==> src/rtl/fpnew_pkg.sv <==
// Shared FPnew types: formats, status flags and classification masks.
// CLASS_MASK_BITS lets downstream blocks size containers for a class result.
package fpnew_pkg;

    typedef enum logic [2:0] {
        FP32    = 3'd0,
        FP64    = 3'd1,
        FP16    = 3'd2,
        FP8     = 3'd3,
        FP16ALT = 3'd4
    } fp_format_e;

    typedef struct packed {
        logic NV;
        logic DZ;
        logic OF;
        logic UF;
        logic NX;
    } status_t;

    typedef enum logic [9:0] {
        NEGINF     = 10'b00_0000_0001,
        NEGNORM    = 10'b00_0000_0010,
        NEGSUBNORM = 10'b00_0000_0100,
        NEGZERO    = 10'b00_0000_1000,
        POSZERO    = 10'b00_0001_0000,
        POSSUBNORM = 10'b00_0010_0000,
        POSNORM    = 10'b00_0100_0000,
        POSINF     = 10'b00_1000_0000,
        SNAN       = 10'b01_0000_0000,
        QNAN       = 10'b10_0000_0000
    } classmask_e;

    localparam int unsigned CLASS_MASK_BITS = $bits(classmask_e);

    function automatic int unsigned fp_width(fp_format_e fmt);
        case (fmt)
            FP32:    return 32;
            FP64:    return 64;
            FP16:    return 16;
            FP8:     return 8;
            FP16ALT: return 16;
            default: return 32;
        endcase
    endfunction

endpackage

==> src/rtl/fpnew_skid_buffer.sv <==
// Two-entry OUT/SKID valid/ready buffer, type-parametric payload.
// in_ready_o depends only on the SKID valid register, so there is no ready path through.
module fpnew_skid_buffer #(
    parameter type T = logic
) (
    input  logic clk_i,
    input  logic rst_i,
    input  logic flush_i,
    input  logic in_valid_i,
    output logic in_ready_o,
    input  T     in_data_i,
    output logic out_valid_o,
    input  logic out_ready_i,
    output T     out_data_o
);

    logic out_valid_reg, out_valid_next;
    logic skid_valid_reg, skid_valid_next;
    T     out_data_reg, out_data_next;
    T     skid_data_reg, skid_data_next;

    logic accept;
    logic out_free;

    assign in_ready_o  = ~skid_valid_reg;
    assign out_valid_o = out_valid_reg;
    assign out_data_o  = out_data_reg;

    assign accept   = in_valid_i & ~skid_valid_reg;
    assign out_free = ~out_valid_reg | out_ready_i;

    always_comb begin
        out_valid_next  = out_valid_reg;
        skid_valid_next = skid_valid_reg;
        out_data_next   = out_data_reg;
        skid_data_next  = skid_data_reg;
        if (flush_i) begin
            out_valid_next  = 1'b0;
            skid_valid_next = 1'b0;
        end else if (out_free) begin
            // SKID always holds the older entry, so it drains before any new input.
            if (skid_valid_reg) begin
                out_valid_next  = 1'b1;
                out_data_next   = skid_data_reg;
                skid_valid_next = 1'b0;
            end else if (accept) begin
                out_valid_next = 1'b1;
                out_data_next  = in_data_i;
            end else begin
                out_valid_next = 1'b0;
            end
        end else if (accept) begin
            skid_valid_next = 1'b1;
            skid_data_next  = in_data_i;
        end
    end

    always_ff @(posedge clk_i) begin
        if (rst_i) begin
            out_valid_reg  <= 1'b0;
            skid_valid_reg <= 1'b0;
            out_data_reg   <= '0;
            skid_data_reg  <= '0;
        end else begin
            out_valid_reg  <= out_valid_next;
            skid_valid_reg <= skid_valid_next;
            out_data_reg   <= out_data_next;
            skid_data_reg  <= skid_data_next;
        end
    end

endmodule

==> src/rtl/fpnew_noncomp_writeback.sv <==
// Writeback formatter for the non-computational FP lane: NaN-box / extend, 2-entry skid, fflags.
// Sticky fflags exist only when FPNEW_NONCOMP_WB_STICKY_FLAGS_EN is defined.
module fpnew_noncomp_writeback
    import fpnew_pkg::*;
#(
    parameter fp_format_e  FpFormat = fp_format_e'(0),
    parameter int unsigned XLEN     = 64,
    parameter int unsigned TagWidth = 4,
    localparam int unsigned WIDTH   = fp_width(FpFormat)
) (
    input  logic                clk_i,
    input  logic                rst_i,
    input  logic                in_valid_i,
    output logic                in_ready_o,
    input  logic [WIDTH-1:0]    result_i,
    input  status_t             status_i,
    input  logic                extension_bit_i,
    input  classmask_e          class_mask_i,
    input  logic                is_class_i,
    input  logic                mask_i,
    input  logic [TagWidth-1:0] tag_i,
    output logic                out_valid_o,
    input  logic                out_ready_i,
    output logic [XLEN-1:0]     wdata_o,
    output status_t             wstatus_o,
    output logic                wmask_o,
    output logic [TagWidth-1:0] tag_o,
    input  logic                flush_i,
    input  logic                fflags_clr_i,
    output status_t             fflags_o
);

    typedef struct packed {
        logic [XLEN-1:0]     wdata;
        status_t             status;
        logic                mask;
        logic [TagWidth-1:0] tag;
    } entry_t;

    logic [XLEN-1:0] fp_word;
    logic [XLEN-1:0] class_word;
    entry_t          in_entry;
    entry_t          out_entry;
    logic            out_hs;

    // Per-bit formatting also covers XLEN == WIDTH without a zero-width fill.
    for (genvar gi = 0; gi < XLEN; gi++) begin : g_fmt
        if (gi < WIDTH) begin : g_res
            assign fp_word[gi] = result_i[gi];
        end else begin : g_ext
            assign fp_word[gi] = extension_bit_i;
        end
        if (gi < CLASS_MASK_BITS) begin : g_cls
            assign class_word[gi] = class_mask_i[gi];
        end else begin : g_zero
            assign class_word[gi] = 1'b0;
        end
    end

    always_comb begin
        in_entry.wdata  = is_class_i ? class_word : fp_word;
        in_entry.status = mask_i ? status_i : '0;
        in_entry.mask   = mask_i;
        in_entry.tag    = tag_i;
    end

    fpnew_skid_buffer #(
        .T(entry_t)
    ) u_skid (
        .clk_i       (clk_i),
        .rst_i       (rst_i),
        .flush_i     (flush_i),
        .in_valid_i  (in_valid_i),
        .in_ready_o  (in_ready_o),
        .in_data_i   (in_entry),
        .out_valid_o (out_valid_o),
        .out_ready_i (out_ready_i),
        .out_data_o  (out_entry)
    );

    assign wdata_o   = out_entry.wdata;
    assign wstatus_o = out_entry.status;
    assign wmask_o   = out_entry.mask;
    assign tag_o     = out_entry.tag;
    assign out_hs    = out_valid_o & out_ready_i;

`ifdef FPNEW_NONCOMP_WB_STICKY_FLAGS_EN
    status_t fflags_reg, fflags_next;

    // A clear alongside a handshake wipes only the history, not the retiring flags.
    always_comb begin
        fflags_next = fflags_reg;
        if (out_hs) begin
            fflags_next = fflags_clr_i ? wstatus_o : status_t'(fflags_reg | wstatus_o);
        end else if (fflags_clr_i) begin
            fflags_next = '0;
        end
    end

    always_ff @(posedge clk_i) begin
        if (rst_i) begin
            fflags_reg <= '0;
        end else begin
            fflags_reg <= fflags_next;
        end
    end

    assign fflags_o = fflags_reg;
`else
    logic unused_fflags;
    assign unused_fflags = fflags_clr_i ^ out_hs;
    assign fflags_o      = '0;
`endif

endmodule
==> config.mk <==
export PLATFORM = sky130hd
export DESIGN_NAME = fpnew_noncomp_writeback
export DESIGN_NICKNAME = d
export VERILOG_FILES = /design/src/rtl/fpnew_pkg.sv /design/src/rtl/fpnew_skid_buffer.sv /design/src/rtl/fpnew_noncomp_writeback.sv
export SDC_FILE = /design/constraint.sdc
export NUM_CORES = 1
export LEC_CHECK = 0
export ABC_AREA = 1
export ABC_CLOCK_PERIOD_IN_PS = 2500
export CORE_ASPECT_RATIO = 0.75
export CORE_MARGIN = 2
export CORE_UTILIZATION = 45
export CTS_BUF_LIST = sky130_fd_sc_hd__clkbuf_16
export DETAILED_ROUTE_END_ITERATION = 10
export GPL_ROUTABILITY_DRIVEN = 0
export PLACE_DENSITY = 0.77
export SLEW_MARGIN = 20
export SYNTH_ARGS = -nofsm -noshare
export SYNTH_HDL_FRONTEND = slang
export SYNTH_SLANG_ARGS = --single-unit
==> constraint.sdc <==
create_clock -name clk_i -period 2.5 [get_ports clk_i]
set_input_delay 0.375 -clock clk_i [delete_from_list [all_inputs] [get_ports clk_i]]
set_output_delay 0.375 -clock clk_i [all_outputs]
set_load 0.005 [all_outputs]
==> flow_summary.json, run 1 <==
{
  "status": "finished, final reports clean",
  "crit_type": "reg2out",
  "cp_num_buf_inv": 2,
  "rr_startpoint": "u_skid.skid_valid_reg",
  "clk_latency_ns": 0.33,
  "whs_ns": 0.4816,
  "antenna_found_initial": 0,
  "skew_ns": 0.005008,
  "cp.arrival_ns": 1.47,
  "cp_max_fo": 32,
  "max-vdd-ir-drop_mv": 0.3873,
  "yosysWarnings": 0,
  "dp_hpwl_mm": 7.116,
  "initial_core_util_pct": 45.67,
  "yosys.area_share.simple_pct": 40.95,
  "cts_max_path_buffers": 2,
  "grt_overflow": 0,
  "via_count": 4415,
  "cts_sinks": 88,
  "io_buffers": 134,
  "layout.nets": 902,
  "hold_start": "u_skid.skid_data_reg[27]",
  "syn_area_per_cell_sq_um": 6.127,
  "p_leak_nw": 2.812,
  "ys_seq_area_share_pct": 37.93,
  "synth_top_family_by_area": "simple AND/OR/NAND/NOR gates",
  "fp-row-count": 32,
  "path_delay_family": "buffers and inverters",
  "postPlaceCellArea_sq_mm": 0.005797,
  "cts_tree": "done",
  "drive_gt1_share_pct": 4.604,
  "p_per_area_mw_per_mm2": 579.1,
  "crit_chain": "buf_4 > clkdlybuf4s50_1",
  "nFillCells": 1001,
  "cp.required_ns": 2.12,
  "drc": 0,
  "synthToLayoutAreaGrowth_pct": 31.92,
  "synth_xor_area_share_pct": 0,
  "synth_cell_types": 22,
  "ctsResizeCount": 0,
  "min_period_ns": 1.846,
  "crit_start": "u_skid.out_data_o[72]",
  "synthAdderAreaFrac_pct": 0,
  "multi_input_area_sq_mm": 0.002096,
  "slew_viol_final": 0,
  "grt_use_total_pct": 20.45,
  "seqCellArea_sq_mm": 0.001763,
  "grt_start_max_net_pins": 88,
  "synthCells": 758,
  "final_hold_viol_count": 0,
  "cts_setup_buffers": 0,
  "fmax_ghz": 0.5416,
  "fin_area_sq_mm": 0.006127,
  "via_per_inst": 4.491,
  "antennaDiodeCount": 0,
  "dr.pass1.iters": 4,
  "syn_area_sq_mm": 0.004644,
  "numCtsBuffers": 9,
  "pin_count": 141,
  "wl_per_cell_um": 11.02,
  "cpMaxStageDelayCell": "clkdlybuf4s50_1",
  "ys_ff_latch": 88,
  "grt_pass1_vias": 4033,
  "dieArea_sq_mm": 0.01116,
  "finalSetupViolations": 0,
  "critical_path.startpoint_type": "flop",
  "synth_compound_area_share_pct": 3.664,
  "clk_pin_slew_ns": 0.06,
  "max-cap-violations": 0,
  "core_sq_mm": 0.01017,
  "slowest_delay_ns": 0.55,
  "die_h_um": 91.98,
  "cp-end-kind": "output port",
  "totalWireLength_mm": 10.83,
  "rsz0062_at_grt": "no",
  "h-tree-depth": 3,
  "chipWidth_um": 121.3,
  "finalCritPeriodShare_pct": 73.85,
  "ant_nets": 0,
  "hold_buffers": 0,
  "worstHoldPathType": "reg2reg",
  "cts-root-buf": "clkbuf_16",
  "grt_pass1_wl_mm": 18.60,
  "muxShareOfSynthArea_pct": 0,
  "setup_tns_ns": 0,
  "drt_iter0_markers": 385
}
path summary, 6_finish.rpt:
check                                                end  slack (ns)  depth (start not counted)
worst max-delay path                         wdata_o[40]        0.65                          2
worst min-delay path            u_skid.skid_data_reg[27]        0.48                          2
worst max register to register   u_skid.skid_data_reg[9]        0.85                          7
worst min register to register  u_skid.skid_data_reg[27]        0.48                          2
stage by stage:
stage / util (%) / std cells / power (mW) / worst slack, ns
2_1_floorplan: - / 762 / 1.840 / 1.080
3_3_place_gp: 57.00 / 967 / 2.093 / 0.5603
3_5_place_dp: 57.00 / 967 / 2.100 / 0.5290
4_1_cts: 60.25 / 983 / 3.593 / 0.6204
5_1_grt: 60.25 / 983 / 3.719 / 0.5532
6_report: 60.25 / 983 / 3.548 / 0.6537
final cells by class:
cell class	instances	area share [%]
sequential	88	28.77
clock inverter	7	1.715
tap	136	2.777
clock buffer	9	3.676
inverter	77	4.717
multi-input combinational	517	34.20
timing repair buffer	149	24.14
cell usage after synthesis:
library cell	number	area [sq um]
nand3_2	1	10.01
a21oi_1	1	5.000
o21ai_1	3	15.01
nor2_8	1	20.02
buf_4	38	285.3
nor2_2	2	12.51
o21ai_0	30	150.1
conb_1	1	3.750
nor2_1	184	690.7
nor2_4	1	11.26
inv_2	3	11.26
clkbuf_1	13	48.80
buf_6	7	78.83
nand2_2	2	12.51
buf_1	4	15.01
nor3_1	1	5.000
nand2_1	233	874.6
clkinv_1	1	3.750
buf_2	18	90.09
dfxtp_1	88	1762
nand3_1	53	265.3
inv_1	73	274.0
worst min-delay path, stage by stage, from the launching register on:
cell and delay (ns):
dfxtp_1 0.32, nor2_1 0.05, nor2_1 0.08
layer usage:
layer | share of wire (%) | global-route usage (%) | vias to the layer above
li1 | - | - | 2385
met1 | 48 | 27.00 | 1888
met2 | 44 | 33.85 | 130
met3 | 6.7 | 5.100 | 12
met4 | 1.1 | 4.502 | 0
met5 | 0 | 0 | -
kinds of logic (layout without fill, tap and decap cells):
| logic type | after synthesis | in the layout |
|---|---|---|
| AO/OA/AOI/OAI | 34 | 34 |
| other | 1 | 5 |
| buffers and inverters | 157 | 242 |
| flip-flops | 88 | 88 |
| AND/OR/NAND/NOR | 478 | 478 |
placed cells by master (no fill, tap or decap), drive strengths merged:
| master | count |
|---|---|
| clkdlybuf4s50 | 134 |
| nand3 | 54 |
| a21oi | 1 |
| clkbuf | 9 |
| inv | 81 |
| nor2 | 188 |
| buf | 15 |
| nand2 | 235 |
| dfxtp | 88 |
| conb | 5 |
| bufinv | 3 |
| nor3 | 1 |
| o21ai | 33 |
power by group:
part	leakage (nW)	total [mW]	internal [mW]	switching (mW)
Combinational	1.92	0.575	0.311	0.264
Sequential	0.718	1.49	1.46	0.0307
Clock	0.175	1.48	0.962	0.519
Total	2.81	3.55	2.73	0.814
Power figures use the tool's default switching activity.
==> inputs of run 2 (changes only) <==
--- a/config.mk
+++ b/config.mk
@@ -6,7 +6,7 @@
 export NUM_CORES = 1
 export LEC_CHECK = 0
 export ABC_AREA = 1
-export ABC_CLOCK_PERIOD_IN_PS = 2500
+export ABC_CLOCK_PERIOD_IN_PS = 1700
 export CORE_ASPECT_RATIO = 0.75
 export CORE_MARGIN = 2
 export CORE_UTILIZATION = 45
==> constraint.sdc (replaced) <==
create_clock -name clk_i -period 1.7 [get_ports clk_i]
set_input_delay 0.255 -clock clk_i [delete_from_list [all_inputs] [get_ports clk_i]]
set_output_delay 0.255 -clock clk_i [all_outputs]
set_load 0.005 [all_outputs]
==> run 2 against run 1 <==
Effect of this change: wire length fell by 0.34%; first-iteration DRC count fell by 19%; final cell count rose by 0.61%; sequential share of layout area fell by 0.65 points; power rose by 44%; clock skew fell by 0.0020 ns; largest cell class unchanged; critical path type unchanged; hold slack improved by 0.00056 ns; count of clock-buffer cells in the layout did not move; highest routed layer unchanged; largest power group unchanged.
==> flow_summary.json, run 2 (synthesized netlist as in run 1, its figures left out) <==
{
  "pin_count": 141,
  "ff2ff_path_depth": 6,
  "antenna_found_initial": 0,
  "numCtsBuffers": 9,
  "worstHoldPathType": "reg2reg",
  "grt_use_total_pct": 19.84,
  "drive_gt1_share_pct": 5.393,
  "p_int_mw": 3.896,
  "rsz0062_at_grt": "no",
  "slowest_delay_ns": 0.52,
  "ant_nets": 0,
  "final_hold_viol_count": 0,
  "crit_type": "reg2out",
  "postPlaceCellArea_sq_mm": 0.005962,
  "clk_latency_ns": 0.33,
  "final_cell_mix": "nand2_1, nor2_1, clkdlybuf4s50_1",
  "dp_hpwl_mm": 7.185,
  "path_delay_family": "buffers and inverters",
  "final_common_cell": "nand2_1",
  "h-tree-depth": 3,
  "cts_setup_buffers": 0,
  "finalSetupViolations": 0,
  "path_depth": 2,
  "via_per_inst": 4.482,
  "cts-root-buf": "clkbuf_16",
  "p_comb_share_pct": 17.2,
  "via_count": 4433,
  "cts_sinks": 88,
  "clkPwrFrac_pct": 39.8,
  "crit_start": "u_skid.out_data_o[72]",
  "max-vdd-ir-drop_mv": 0.5064,
  "switching_share_pct": 23.70,
  "cp_num_buf_inv": 2,
  "die_h_um": 91.98,
  "cpMaxStageDelayCell": "clkdlybuf4s50_1",
  "cts_tree": "done",
  "synthToLayoutAreaGrowth_pct": 35.18,
  "setup_tns_ns": 0,
  "cts_max_path_buffers": 2,
  "cp.required_ns": 1.44,
  "grt_pass1_wl_mm": 17.98,
  "status": "finished, final reports clean",
  "io_buffers": 134,
  "clk_pin_slew_ns": 0.06,
  "seqPwrFrac_pct": 43.0,
  "rr_startpoint": "u_skid.skid_valid_reg",
  "max-cap-violations": 0,
  "drc": 0,
  "switching_power_mw": 1.210,
  "slew_viol_final": 0,
  "regToRegSetupSlack_ns": 0.46,
  "antennaDiodeCount": 0,
  "r2r_end": "u_skid.out_data_o[22]",
  "crit_end": "wdata_o[37]",
  "wl_per_cell_um": 10.91,
  "dieArea_sq_mm": 0.01116,
  "min_period_ns": 1.633,
  "fin_area_sq_mm": 0.006279,
  "crit_chain": "buf_12 > clkdlybuf4s50_1",
  "finalCritPeriodShare_pct": 96.08,
  "grt_start_max_net_pins": 46,
  "layout.nets": 909,
  "cp_max_fo": 33,
  "core_sq_mm": 0.01017,
  "grt_pass1_vias": 3908,
  "total_power_mw": 5.106,
  "initial_core_util_pct": 45.67,
  "skew_ns": 0.003057,
  "p_per_area_mw_per_mm2": 813.2,
  "critical_path.startpoint_type": "flop",
  "cp.arrival_ns": 1.38,
  "fp-row-count": 32,
  "drt_iter0_markers": 311,
  "chipWidth_um": 121.3,
  "totalWireLength_mm": 10.79,
  "dr.pass1.iters": 4,
  "grt_overflow": 0,
  "fmax_ghz": 0.6122,
  "p_leak_nw": 2.858,
  "cp-end-kind": "output port"
}
==> run 2: cell count changes in the layout (fill, tap and decap cells not counted), sizes merged <==
| cell | before | now |
|---|---|---|
| buf | 15 | 22 |
| clkinv | 0 | 3 |
| inv | 81 | 78 |
| bufinv | 3 | 2 |
==> run 2: timing repair <==
action                                  CTS  global route
hold buffers                              0             0
hold endpoints to repair                  0             0
gates cloned                              0             0
endpoints found under the setup margin   32            33
resized for setup                         1             3
==> run 2: how the worst min path moves through the flow <==
stage | startpoint | endpoint | slack [ns] | depth (start not counted)
floorplan | flush_i | u_skid.out_valid_o | 0.44 | 3
global placement | u_skid.skid_data_reg[4] | u_skid.skid_data_reg[4] | 0.46 | 2
detailed placement | u_skid.skid_data_reg[40] | u_skid.skid_data_reg[40] | 0.47 | 2
CTS | u_skid.skid_data_reg[40] | u_skid.skid_data_reg[40] | 0.48 | 2
global route | u_skid.skid_data_reg[41] | u_skid.skid_data_reg[41] | 0.50 | 2
finish | u_skid.skid_data_reg[33] | u_skid.skid_data_reg[33] | 0.48 | 2
==> run 2: layer usage <==
| layer | vias up | wire length (um) | track usage (%) |
|---|---|---|---|
| met4 | 0 | 111 | 5.460 |
| li1 | 2396 | - | - |
| met3 | 12 | 678 | 4.726 |
| met2 | 122 | 4932 | 33.01 |
| met5 | - | 0 | 0 |
| met1 | 1903 | 5072 | 25.77 |
==> run 2: worst reg2reg max path, delay by kind of cell (launching register included) <==
family,cells,cell delay [ns]
flip-flops,1,0.47
AND/OR/NAND/NOR,4,0.40
buffers and inverters,2,0.27
==> run 2: power groups by stage <==
stage / clock (mW) / combinational (mW) / sequential (mW)
final: 2.03 / 0.880 / 2.19
after global routing: 2.15 / 0.992 / 2.20
after CTS: 2.08 / 0.885 / 2.19
after detailed placement: 0 / 0.878 / 2.24
after global placement: 0 / 0.871 / 2.24
after floorplan: 0 / 0.456 / 2.25
==> run 2: cell type report <==
class                           count  area [sq um]
Clock buffer                        9         225.2
Clock inverter                      6         76.32
Fill cell                         985          3891
Inverter                           77         289.0
Multi-Input combinational cell    517          2096
Sequential cell                    88          1765
Tap cell                          136         170.2
Timing Repair Buffer              156          1657
==> run 2: stage by stage <==
step	util [%]	worst slack [ns]	hold WS (ns)	std cells
global route	61.74	0.004330	0.4982	989
detailed placement	58.62	0.07565	0.4719	974
finish	61.74	0.06657	0.4822	989
floorplan	-	0.4001	0.4368	762
CTS	61.63	0.02650	0.4845	989
global placement	58.62	0.1157	0.4618	974
==> inputs of run 3 (changes only) <==
--- a/config.mk
+++ b/config.mk
@@ -6,15 +6,16 @@
 export NUM_CORES = 1
 export LEC_CHECK = 0
 export ABC_AREA = 1
-export ABC_CLOCK_PERIOD_IN_PS = 1700
+export ABC_CLOCK_PERIOD_IN_PS = 1400
 export CORE_ASPECT_RATIO = 0.75
 export CORE_MARGIN = 2
 export CORE_UTILIZATION = 45
 export CTS_BUF_LIST = sky130_fd_sc_hd__clkbuf_16
 export DETAILED_ROUTE_END_ITERATION = 10
 export GPL_ROUTABILITY_DRIVEN = 0
-export PLACE_DENSITY = 0.77
+export PLACE_DENSITY = 0.73
 export SLEW_MARGIN = 20
 export SYNTH_ARGS = -nofsm -noshare
 export SYNTH_HDL_FRONTEND = slang
+export SYNTH_HIERARCHICAL = 1
 export SYNTH_SLANG_ARGS = --single-unit
==> constraint.sdc (replaced) <==
create_clock -name clk_i -period 1.4 [get_ports clk_i]
set_input_delay 0.21 -clock clk_i [delete_from_list [all_inputs] [get_ports clk_i]]
set_output_delay 0.21 -clock clk_i [all_outputs]
set_load 0.005 [all_outputs]
==> run 3 against run 2 <==
Effect of this change: non-clock buffer count up 33; clock power up 110%; cell area is 57% higher; sequential share of layout area grew 2.5 points; via count is 68% higher; die area grew 59%; critical path depth is the same; utilization fell by 0.61 points; critical endpoint is now in_ready_o; highest routed layer unchanged.
==> flow_summary.json, run 3 <==
{
  "status": "finished, final reports clean",
  "worstHoldPathType": "in2reg",
  "hold_buffers": 0,
  "antennaDiodeCount": 0,
  "numCtsBuffers": 17,
  "finalSetupViolations": 0,
  "final_common_cell": "nand2_1",
  "slowest_delay_ns": 0.43,
  "drive_gt1_share_pct": 8.114,
  "core_sq_mm": 0.01617,
  "pin_count": 141,
  "synthArstFlopShare_pct": 0,
  "totalWireLength_mm": 19.62,
  "via_per_inst": 4.725,
  "yosysMostFrequentCell": "nand2_1",
  "h-tree-depth": 4,
  "initial_core_util_pct": 46.42,
  "cts_sinks": 150,
  "dp_slack_ns": -0.2642,
  "finalCritPeriodShare_pct": 95.77,
  "ys_seq_area_share_pct": 40.02,
  "max-vdd-ir-drop_mv": 0.7189,
  "cp_max_fo": 6,
  "skew_ns": 0.006015,
  "p_per_area_mw_per_mm2": 1042,
  "dp_hpwl_mm": 12.05,
  "antenna_found_initial": 0,
  "final_cells": 1578,
  "dieArea_sq_mm": 0.01773,
  "p_leak_nw": 4.945,
  "cts_max_path_buffers": 2,
  "grt_pass1_vias": 6727,
  "yosysWarnings": 6,
  "crit_chain": "inv_2 > clkdlybuf4s15_1",
  "cts_tree": "done",
  "fin_util_pct": 61.13,
  "chipWidth_um": 153.1,
  "clk_latency_ns": 0.43,
  "ant_nets": 0,
  "nFillCells": 1528,
  "clk_pin_slew_ns": 0.06,
  "final_cell_mix": "nand2_1, nor2_1, inv_1",
  "synthCells": 1233,
  "slew_viol_final": 0,
  "crit_type": "reg2out",
  "fmax_ghz": 0.7459,
  "cp.required_ns": 1.19,
  "synth_area_leaders": "dfxtp_1, nand2_1, nor2_1, inv_1, nand4_1",
  "ys_top_cells_by_count": "nand2_1, nor2_1, inv_1, dfxtp_1",
  "synthFlopType": "dfxtp_1",
  "grt_start_max_net_pins": 55,
  "grt_overflow": 0,
  "switching_power_mw": 2.671,
  "synth_cell_types": 16,
  "yosysTopAreaCell": "dfxtp_1",
  "layout_setup_ws_ns": 0.05928,
  "wl_per_cell_um": 12.43,
  "final_hold_viol_count": 0,
  "seqPwrFrac_pct": 44.3,
  "max-cap-violations": 0,
  "clkPwrFrac_pct": 41.3,
  "yosysTopAreaCellShare_pct": 40.02,
  "cp_num_buf_inv": 2,
  "die_h_um": 115.8,
  "p_comb_share_pct": 14.4,
  "syn_area_sq_mm": 0.007503,
  "critical_path.startpoint_type": "flop",
  "io_buffers": 134,
  "synthToLayoutAreaGrowth_pct": 31.70,
  "cp-end-kind": "output port",
  "grt_pass1_wl_mm": 32.72,
  "dr.pass1.iters": 7,
  "path_delay_family": "flip-flops",
  "switching_share_pct": 25.94,
  "layout.nets": 1416,
  "grt_use_total_pct": 22.43,
  "synth-edff-count": 0,
  "via_count": 7456,
  "cts-root-buf": "clkbuf_16",
  "fp-row-count": 40,
  "ys_ff_latch": 150,
  "cp.arrival_ns": 1.13,
  "place_inst": 1541,
  "cpMaxStageDelayCell": "dfxtp_4",
  "syn_area_per_cell_sq_um": 6.086,
  "p_int_mw": 7.626,
  "min_period_ns": 1.341,
  "drt_iter0_markers": 657,
  "drc": 0
}
[run 3: logic make-up (layout without fill, tap and decap cells)]
family | after synthesis | count (layout) | synth area share (%)
AND/OR/NAND/NOR | 736 | 736 | 39.54
buffers and inverters | 272 | 403 | 15.46
flip-flops | 150 | 150 | 40.02
AO/OA/AOI/OAI | 74 | 74 | 4.936
other | 1 | 5 | 0.04998
[run 3: through the flow]
stage	power [mW]	cell area, sq um	hold slack [ns]	setup TNS [ns]
final	10.30	9882	0.2448	0
after floorplan	5.441	7526	0.3767	0
after global placement	6.183	9291	0.4622	-27.29
after detailed placement	6.199	9291	0.4721	-27.49
after CTS	10.35	9779	0.2370	0
after global routing	10.79	9882	0.2992	-0.0009522
[run 3: worst min-delay path: cells and delay by family]
| family | cells | cell delay (ns) |
|---|---|---|
| buffers and inverters | 2 | 0.21 |
| and+or+nand+nor | 3 | 0.21 |
[run 3: power groups by stage]
| stage | combinational (mW) | sequential (mW) | clock [mW] |
|---|---|---|---|
| floorplan | 0.797 | 4.64 | 0 |
| global placement | 1.54 | 4.65 | 0 |
| detailed placement | 1.55 | 4.65 | 0 |
| CTS | 1.47 | 4.56 | 4.32 |
| global route | 1.68 | 4.58 | 4.53 |
| finish | 1.48 | 4.56 | 4.26 |
[run 3: repair_timing]
| item | 4_1_cts | 5_1_grt |
|---|---|---|
| setup endpoints to repair | 76 | 47 |
| setup buffers | 2 | 2 |
| cloned | 0 | 3 |
| pin swaps | 1 | 3 |
| hold endpoints to repair | 0 | 0 |
| resized for setup | 94 | 3 |
[run 3: final cells by class]
type                       count  area (sq um)  share of cell area, %
clock buffer                  18         450.4                  4.558
clock inverter                13         91.34                 0.9243
inverter                     183         691.9                  7.002
multi-input combinational    815          3393                  34.34
sequential                   150          3027                  30.63
tap                          210         262.8                  2.659
timing repair buffer         189          1966                  19.89
[run 3: routing by layer]
metal / part of all wire [%] / global-route usage, % / vias to the layer above
li1: - / - / 3932
met1: 47 / 30.91 / 3272
met2: 44 / 35.18 / 224
met3: 7.3 / 5.572 / 28
met4: 1.5 / 6.667 / 0
met5: 0 / 0 / -
[run 3: final timing paths]
kind,start,end,slack [ns],cells past startpoint
worst min-delay path,in_valid_i,u_skid/skid_valid_reg,0.24,5
worst min register to register,u_skid/skid_data_reg[28],u_skid/skid_data_reg[28],0.48,2
worst max-delay path,u_skid/skid_valid_reg,in_ready_o,0.06,2
worst max register to register,u_skid/skid_valid_reg,u_skid/skid_data_reg[23],0.08,7
